**config.mk**
```make
export PLATFORM = sky130hd
export DESIGN_NAME = riscv_uart_rx
export DESIGN_NICKNAME = d
export VERILOG_FILES = /design/src/rtl/riscv_uart_rx.sv
export SDC_FILE = /design/constraint.sdc
export NUM_CORES = 1
export LEC_CHECK = 0
export ABC_AREA = 1
export BUFFER_PORTS_ARGS = -buffer_cell sky130_fd_sc_hd__clkbuf_2
export CAP_MARGIN = 15
export CELL_PAD_IN_SITES_DETAIL_PLACEMENT = 0
export CELL_PAD_IN_SITES_GLOBAL_PLACEMENT = 2
export CORE_UTILIZATION = 33
export CTS_BUF_LIST = sky130_fd_sc_hd__clkbuf_8 sky130_fd_sc_hd__clkbuf_16
export CTS_CLUSTER_SIZE = 28
export DETAILED_ROUTE_END_ITERATION = 10
export GPL_ROUTABILITY_DRIVEN = 0
export PLACE_DENSITY_LB_ADDON = 0.2
export SYNTH_ARGS = -nofsm -noshare
export SYNTH_HDL_FRONTEND = slang
export SYNTH_SLANG_ARGS = --single-unit
```
**constraint.sdc**
```tcl
create_clock -name i_riscv_uart_rx_clk -period 1.98 [get_ports i_riscv_uart_rx_clk]
set_input_delay 0.198 -clock i_riscv_uart_rx_clk [delete_from_list [all_inputs] [get_ports i_riscv_uart_rx_clk]]
set_output_delay 0.198 -clock i_riscv_uart_rx_clk [all_outputs]
set_load 0.05 [all_outputs]
```
**src/rtl/riscv_uart_rx.sv**
```systemverilog
// UART 8N1 receiver with a show-ahead FIFO and sticky error flags; define RISCV_UART_RX_PARITY_EN for 8E1.
// Latency: a byte reaches the FIFO head one cycle after its stop-bit sample.
// Backpressure: none on the line; a byte arriving with the FIFO full is dropped and flags overrun.
module riscv_uart_rx #(
    parameter int CLKS_PER_BIT = 16,
    parameter int FIFO_DEPTH   = 4
) (
    input  logic                          i_riscv_uart_rx_clk,
    input  logic                          i_riscv_uart_rx_rst,
    input  logic                          i_riscv_uart_rx_serial,
    input  logic                          i_riscv_uart_rx_rden,
    input  logic                          i_riscv_uart_rx_clr_err,
    output logic [7:0]                    o_riscv_uart_rx_rdata,
    output logic                          o_riscv_uart_rx_empty,
    output logic                          o_riscv_uart_rx_full,
    output logic [$clog2(FIFO_DEPTH):0]   o_riscv_uart_rx_count,
    output logic                          o_riscv_uart_rx_frame_err,
    output logic                          o_riscv_uart_rx_overrun,
    output logic                          o_riscv_uart_rx_parity_err
);

    localparam int CNT_W = $clog2(CLKS_PER_BIT);
    localparam int AW    = $clog2(FIFO_DEPTH);
    localparam int CW    = AW + 1;
    localparam logic [CNT_W-1:0] BIT_LAST  = CNT_W'(CLKS_PER_BIT - 1);
    localparam logic [CNT_W-1:0] HALF_LAST = CNT_W'(CLKS_PER_BIT / 2 - 1);
    localparam logic [CW-1:0]    DEPTH_C   = CW'(FIFO_DEPTH);

`ifdef RISCV_UART_RX_PARITY_EN
    typedef enum logic [2:0] {IDLE, START, DATA, PARITY, STOP, WAIT_IDLE} state_t;
`else
    typedef enum logic [2:0] {IDLE, START, DATA, STOP, WAIT_IDLE} state_t;
`endif

    state_t           state;
    logic             sync1, sync2, prev;
    logic [CNT_W-1:0] bit_cnt;
    logic [2:0]       bit_idx;
    logic [7:0]       shift;
    logic             frame_err, overrun;

    logic [7:0]    mem [FIFO_DEPTH];
    logic [AW-1:0] rd_ptr, wr_ptr;
    logic [CW-1:0] count;

    logic full, empty, pop, stop_tick, push_req, push, drop, frame_set;

    assign full      = (count == DEPTH_C);
    assign empty     = (count == '0);
    assign pop       = i_riscv_uart_rx_rden && !empty;
    assign stop_tick = (state == STOP) && (bit_cnt == BIT_LAST);
    assign frame_set = stop_tick && !sync2;
    // A simultaneous pop frees the slot, so a full FIFO still accepts the byte.
    assign push      = push_req && (!full || pop);
    assign drop      = push_req && full && !pop;

`ifdef RISCV_UART_RX_PARITY_EN
    logic par_bad, par_err, par_set;
    assign par_set  = (state == PARITY) && (bit_cnt == BIT_LAST) && ((^shift) ^ sync2);
    assign push_req = stop_tick && sync2 && !par_bad;

    always_ff @(posedge i_riscv_uart_rx_clk) begin
        if (i_riscv_uart_rx_rst) begin
            par_err <= 1'b0;
            par_bad <= 1'b0;
        end else begin
            par_err <= (par_err && !i_riscv_uart_rx_clr_err) || par_set;
            if (state == IDLE)
                par_bad <= 1'b0;
            else if (par_set)
                par_bad <= 1'b1;
        end
    end
    assign o_riscv_uart_rx_parity_err = par_err;
`else
    assign push_req = stop_tick && sync2;
    assign o_riscv_uart_rx_parity_err = 1'b0;
`endif

    always_ff @(posedge i_riscv_uart_rx_clk) begin
        if (i_riscv_uart_rx_rst) begin
            state     <= IDLE;
            sync1     <= 1'b1;
            sync2     <= 1'b1;
            prev      <= 1'b1;
            bit_cnt   <= '0;
            bit_idx   <= '0;
            shift     <= '0;
            frame_err <= 1'b0;
            overrun   <= 1'b0;
        end else begin
            sync1     <= i_riscv_uart_rx_serial;
            sync2     <= sync1;
            prev      <= sync2;
            frame_err <= (frame_err && !i_riscv_uart_rx_clr_err) || frame_set;
            overrun   <= (overrun && !i_riscv_uart_rx_clr_err) || drop;
            case (state)
                IDLE: begin
                    bit_cnt <= '0;
                    bit_idx <= '0;
                    if (prev && !sync2)
                        state <= START;
                end
                START: begin
                    if (bit_cnt == HALF_LAST) begin
                        bit_cnt <= '0;
                        state   <= sync2 ? IDLE : DATA;
                    end else begin
                        bit_cnt <= bit_cnt + 1'b1;
                    end
                end
                DATA: begin
                    if (bit_cnt == BIT_LAST) begin
                        bit_cnt <= '0;
                        shift   <= {sync2, shift[7:1]};
                        bit_idx <= bit_idx + 1'b1;
                        if (bit_idx == 3'd7) begin
`ifdef RISCV_UART_RX_PARITY_EN
                            state <= PARITY;
`else
                            state <= STOP;
`endif
                        end
                    end else begin
                        bit_cnt <= bit_cnt + 1'b1;
                    end
                end
`ifdef RISCV_UART_RX_PARITY_EN
                PARITY: begin
                    if (bit_cnt == BIT_LAST) begin
                        bit_cnt <= '0;
                        state   <= STOP;
                    end else begin
                        bit_cnt <= bit_cnt + 1'b1;
                    end
                end
`endif
                STOP: begin
                    if (bit_cnt == BIT_LAST) begin
                        bit_cnt <= '0;
                        // A low stop bit may be a break; wait for the line to recover.
                        state   <= sync2 ? IDLE : WAIT_IDLE;
                    end else begin
                        bit_cnt <= bit_cnt + 1'b1;
                    end
                end
                WAIT_IDLE: begin
                    if (sync2)
                        state <= IDLE;
                end
                default: state <= IDLE;
            endcase
        end
    end

    always_ff @(posedge i_riscv_uart_rx_clk) begin
        if (i_riscv_uart_rx_rst) begin
            rd_ptr <= '0;
            wr_ptr <= '0;
            count  <= '0;
            for (int i = 0; i < FIFO_DEPTH; i++)
                mem[i] <= '0;
        end else begin
            if (push) begin
                mem[wr_ptr] <= shift;
                wr_ptr      <= wr_ptr + 1'b1;
            end
            if (pop)
                rd_ptr <= rd_ptr + 1'b1;
            case ({push, pop})
                2'b10:   count <= count + 1'b1;
                2'b01:   count <= count - 1'b1;
                default: count <= count;
            endcase
        end
    end

    assign o_riscv_uart_rx_rdata     = mem[rd_ptr];
    assign o_riscv_uart_rx_empty     = empty;
    assign o_riscv_uart_rx_full      = full;
    assign o_riscv_uart_rx_count     = count;
    assign o_riscv_uart_rx_frame_err = frame_err;
    assign o_riscv_uart_rx_overrun   = overrun;

endmodule

```
==> qor.csv, run 1 <==
metric,value,unit
Unique masters post-synth,27,
chip height,93.1,um
layout cell share with drive strength beyond 1,21.1,%
R2R cell count,8,
Bufs on Longest Clock Path,2,
Syn Area/Cell,9.16,sq um
Routed WL,5.76,mm
CP Class,reg2reg,
fill count,783,
Area Overhead vs Synth,18.8,%
max_cap viols,0,
largest area contributor in the netlist,edfxtp_1,
Max Fanout on Critical Path,9,
Die W,93.1,um
Starting Density,34.7,%
crit start category,flip-flop,
number of global-route vias before repair,2010,
Synth Cell Area,2740,sq um
WHS Path Cells,2,
hold crit path type,in2reg,
All-Layer GR Usage,15.4,%
critical path arrival,1.83,ns
vias per cell,4.66,
Synthesized Nets,308,
Post-DP HPWL,4.19,mm
CTS tree,built,
R2R Setup Slk,0.18,ns
Worst-Skew Late Latency,0.34,ns
# DRC,0,
Core Area,7890,sq um
PostCTS Resize Cnt,0,
Hold Path Origin,i_riscv_uart_rx_serial,
setup tns final,0,ns
DRT antenna net count,0,
Root Buffer Master,clkbuf_8,
initial antenna violation count,0,
post-synth top area share,35.1,%
Detailed Route Iter0 Violations,43,
final net count,345,
Avg WL per Cell,13.0,um
I/O pin total,21,
P_leak,1.26,nW
Seq cells post-synth,64,
CP startpoint,bit_cnt[0],
skew final,0.00901,ns
Post-Syn Instances,299,
Pwr per Cell Area,1210,nW/um^2
Core Rows,32,
RR Endpoint,mem[3][2],
# Post-CTS Setup Buffers,0,
drt pass-1 iters,4,
Reg-to-Reg Start,bit_cnt[0],
fmax,0.555,GHz
Vias,2063,
Die ar.,8670,sq um
final worst-path cycle share,91.0,%
CP required,2.01,ns
"Slew Viols, Final",0,
first-pass GRT wire length,9.79,mm
Crit. End Element,flip-flop,
H-Tree Depth,3,
Final Hold Fails,0,
synth warn,0,
Final setup viols,0,
# diodes,0,
Power Total,3.93,mW
largest net degree at the start of global routing,17,
clk sinks,64,
RSZ-0062 raised after global routing,no,
CTS Hold Bufs,0,
clk slew on worst S/H paths,0.07,ns
status,completed,
total CTS buffers,9,
fin crit period,1.80,ns
sequential-to-total area share from yosys stat,58.5,%
"top cells by area, synth","edfxtp_1 35%, dfxtp_1 23%, nor2_1 8.6%",
worst vdd ir,0.000512,V
Hold EP,sync1,
port buffer count,19,
grt ovf,0,
==> worst max-delay path by stage <==
| stage | to | slack, ns | cells past startpoint |
|---|---|---|---|
| 2_1_floorplan | o_riscv_uart_rx_count[2] | 0.02 | 10 |
| 3_3_place_gp | mem[2][5] | 0.08 | 9 |
| 3_5_place_dp | mem[2][4] | 0.04 | 9 |
| 4_1_cts | mem[2][4] | 0.01 | 9 |
| 5_1_grt | mem[3][4] | 0.02 | 8 |
| 6_report | mem[3][2] | 0.18 | 8 |
==> registers in the layout, indices dropped and copies added, names as in the netlist, 2 cells and up, named ones only <==
| name | cells |
|---|---|
| bit_cnt | 4 |
| bit_idx | 3 |
| mem | 32 |
| o_riscv_uart_rx_count | 3 |
| rd_ptr | 2 |
| shift | 8 |
| state | 3 |
| wr_ptr | 2 |
==> layout by cell type (no fill, tap or decap), types with 15 or more instances in the layout <==
| cell type | n |
|---|---|
| a21oi_1 | 25 |
| buf_4 | 15 |
| clkbuf_2 | 19 |
| dfxtp_1 | 30 |
| edfxtp_1 | 32 |
| inv_1 | 29 |
| nand2_1 | 32 |
| nor2_1 | 63 |
| o21ai_0 | 28 |
==> per-stage QoR <==
step           setup WS, ns  instances  utilization (%)  instance area [sq um]  hold WS, ns
3_3_place_gp         0.0776        427             38.6                   3050        0.390
6_report              0.178        443             41.3                   3250       0.0429
4_1_cts              0.0112        443             41.0                   3230       0.0211
3_5_place_dp         0.0404        427             38.6                   3050        0.387
5_1_grt              0.0171        443             41.3                   3250       0.0414
2_1_floorplan        0.0175        299                -                   2740        0.302
==> cell usage after synthesis <==
library cell	n
nor2_1	63
nand2_1	37
dfxtp_1	32
edfxtp_1	32
inv_1	29
o21ai_0	28
a21oi_1	25
nand3_1	9
o22ai_1	9
clkbuf_1	6
ha_1	3
nand2_4	3
nand4_1	3
nor3_1	3
nand3_2	2
nor2_4	2
or2_2	2
xor2_1	2
buf_2	1
buf_4	1
conb_1	1
fa_1	1
inv_2	1
nand2_2	1
nand4_2	1
nor2_8	1
o211ai_1	1
==> report_power, final <==
group          leakage (nW)  internal [mW]  switching [mW]  total [mW]
clock                0.0962          0.569           0.503        1.07
sequential            0.585           1.50          0.0718        1.57
combinational         0.583          0.327           0.963        1.29
==> per-layer routing <==
layer | share of wire [%] | global-route usage (%) | up-vias
met2 | 48 | 23.9 | 29
met4 | 2.9 | 8.08 | 0
met1 | 45 | 18.8 | 950
met3 | 4.3 | 5.12 | 13
met5 | 0 | 0 | -
li1 | - | - | 1071
==> logic make-up after synthesis <==
kind of cell | count (synthesis) | share of synthesized area, %
and+or+nand+nor | 127 | 21.2
other | 1 | 0.137
DFF | 64 | 58.5
xor gates and xnor gates | 2 | 0.640
adders and majority gates | 4 | 2.10
buffers and inverters | 38 | 5.39
AOI/OAI and AO/OA | 63 | 12.0
==> worst max-delay path: stages (launching register included) <==
cell	delay, ns
dfxtp_1	0.37
ha_1	0.20
nand3_2	0.11
nor2_4	0.13
nand2_2	0.10
nor2_4	0.16
buf_4	0.14
nand3_1	0.07
nand2_2	0.20
==> layout make-up <==
class / instances / area [sq um] / share of cell area (%)
sequential: 64 / 1600 / 49.3
multi-input combinational: 197 / 1010 / 31.2
timing repair buffer: 34 / 208 / 6.38
tap: 102 / 128 / 3.92
clock buffer: 9 / 124 / 3.81
inverter: 30 / 113 / 3.46
clock inverter: 7 / 63.8 / 1.96
Power figures use the tool's default switching activity.
==> run 2: changes to the inputs <==
--- a/config.mk
+++ b/config.mk
@@ -15,7 +15,7 @@
 export CTS_CLUSTER_SIZE = 28
 export DETAILED_ROUTE_END_ITERATION = 10
 export GPL_ROUTABILITY_DRIVEN = 0
-export PLACE_DENSITY_LB_ADDON = 0.2
+export PLACE_DENSITY = 0.81
 export SYNTH_ARGS = -nofsm -noshare
 export SYNTH_HDL_FRONTEND = slang
 export SYNTH_SLANG_ARGS = --single-unit
==> run 2 against run 1 <==
Net effect:
- design area decreased by 1.2%
- worst setup slack got worse by 0.025 ns
- clock-buffer cell count unchanged
- cell count decreased by 1.4%
- sequential power about the same
- critical path type unchanged
- total power increased by 1.7%
- wire length decreased by 6.0%
- sequential share of layout area increased by 0.58 points
- maximum frequency decreased by 1.4%
- first-iteration DRC count increased by 63%
- clock skew about the same
- largest cell class unchanged
- register-to-register slack got worse by 0.02 ns
==> qor.csv, run 2 (synthesis gave the netlist of run 1 again) <==
metric,value,unit
status,completed,
Final setup viols,0,
first-pass GRT wire length,8.96,mm
"slowest stage delay, CP",0.37,ns
CP cell instances,"ha_1, nand3_2, nor2_4, nand2_2, nor2_4, nand2_4, nor2_8, nand2_4, nand2_2",
CP required,2.01,ns
grt ovf,0,
drt pass-1 iters,4,
Vias,2043,
Pwr per Cell Area,1240,nW/um^2
chip height,93.1,um
I/O pin total,21,
hold crit path type,in2reg,
dpl cells,422,
Core Area,7890,sq um
worst vdd ir,0.000624,V
Reg-to-Reg Start,bit_cnt[0],
final net count,340,
post-route worst setup slack,0.153,ns
clk slew on worst S/H paths,0.07,ns
WP buf/inv,0,
Post-DP HPWL,3.99,mm
P_leak,1.25,nW
Place WS,0.0783,ns
fin crit period,1.83,ns
R2R cell count,9,
CP endpoint,mem[0][5],
"most common cell after layout, fill and taps aside",nor2_1,
CP Class,reg2reg,
Avg WL per Cell,12.4,um
Detailed Route Iter0 Violations,70,
total CTS buffers,9,
Routed WL,5.41,mm
fmax,0.547,GHz
DRT antenna net count,0,
H-Tree Depth,3,
Root Buffer Master,clkbuf_8,
Die W,93.1,um
CP max-delay cell,dfxtp_1,
layout cell share with drive strength beyond 1,18.2,%
Layout Cells excl Fill,437,
Largest regs,"mem x32, shift x8, bit_cnt x4",
"CP delay by family, top",simple AND/OR/NAND/NOR gates,
R2R Setup Slk,0.15,ns
"commonest cells after routing, fill and taps aside","63 x nor2_1, 32 x nand2_1, 32 x edfxtp_1, 30 x inv_1, 30 x dfxtp_1",
largest register by flop count,mem,
CP startpoint,bit_cnt[0],
All-Layer GR Usage,13.9,%
Core Rows,32,
Starting Density,34.7,%
clk sinks,64,
# diodes,0,
crit start category,flip-flop,
setup tns final,0,ns
number of global-route vias before repair,1944,
RSZ-0062 raised after global routing,no,
critical path arrival,1.85,ns
RR Endpoint,mem[0][5],
Worst-Skew Late Latency,0.33,ns
fill count,782,
Crit. End Element,flip-flop,
Area Overhead vs Synth,17.5,%
Max Fanout on Critical Path,9,
max_cap viols,0,
Levels on crit path,9,
"Slew Viols, Final",0,
port buffer count,19,
CTS tree,built,
initial antenna violation count,0,
largest net degree at the start of global routing,21,
Power Total,4.00,mW
skew final,0.00869,ns
Bufs on Longest Clock Path,2,
max FFs per register,32,
Die ar.,8670,sq um
Final Hold Fails,0,
# DRC,0,
vias per cell,4.68,
final worst-path cycle share,92.3,%
==> run 2: changes by cell type in the layout (fill, tap and decap cells not counted), sizes merged <==
cell / change
buf: -5
bufinv: +1
clkinvlp: -2
==> run 2: cell type report <==
| type | instances | area (sq um) | share of cell area [%] |
|---|---|---|---|
| flip-flops and latches | 64 | 1600 | 49.9 |
| multi-input cells | 197 | 1000 | 31.2 |
| repair buffers | 29 | 170 | 5.29 |
| well taps | 102 | 128 | 3.97 |
| clock buffers | 9 | 124 | 3.85 |
| inverters | 30 | 113 | 3.50 |
| clock inverters | 6 | 76.3 | 2.37 |
==> run 2: timing repair <==
action                                  in CTS  in global routing
setup buffers                                0                  0
hold buffers                                 0                  0
endpoints found under the setup margin       0                 33
resized for setup                            0                  5
==> run 2: worst min-delay path by stage <==
stage                     depth (start not counted)     to                   start  slack [ns]
after floorplan                                   1  sync1  i_riscv_uart_rx_serial        0.30
after global placement                            2  sync1  i_riscv_uart_rx_serial        0.38
after detailed placement                          2  sync1  i_riscv_uart_rx_serial        0.39
after CTS                                         2  sync1  i_riscv_uart_rx_serial        0.03
after global routing                              2  sync1  i_riscv_uart_rx_serial        0.05
final                                             2  sync1  i_riscv_uart_rx_serial        0.04
==> run 2: power by group <==
part	internal (mW)	switching [mW]	total [mW]
Clock	0.686	0.467	1.15
Sequential	1.50	0.0705	1.57
Combinational	0.319	0.958	1.28
==> run 2: through the flow <==
stage	instance area, sq um	hold slack (ns)	util (%)
finish	3220	0.0405	40.8
global route	3220	0.0491	40.8
CTS	3200	0.0296	40.6
detailed placement	3000	0.385	38.1
global placement	3000	0.381	38.1
floorplan	2740	0.302	-
==> run 2: metal layers <==
layer / global-route usage, % / wire length [um]
met1: 16.8 / 2580
met5: 0 / 0
met2: 22.1 / 2450
met4: 9.36 / 227
met3: 2.93 / 153
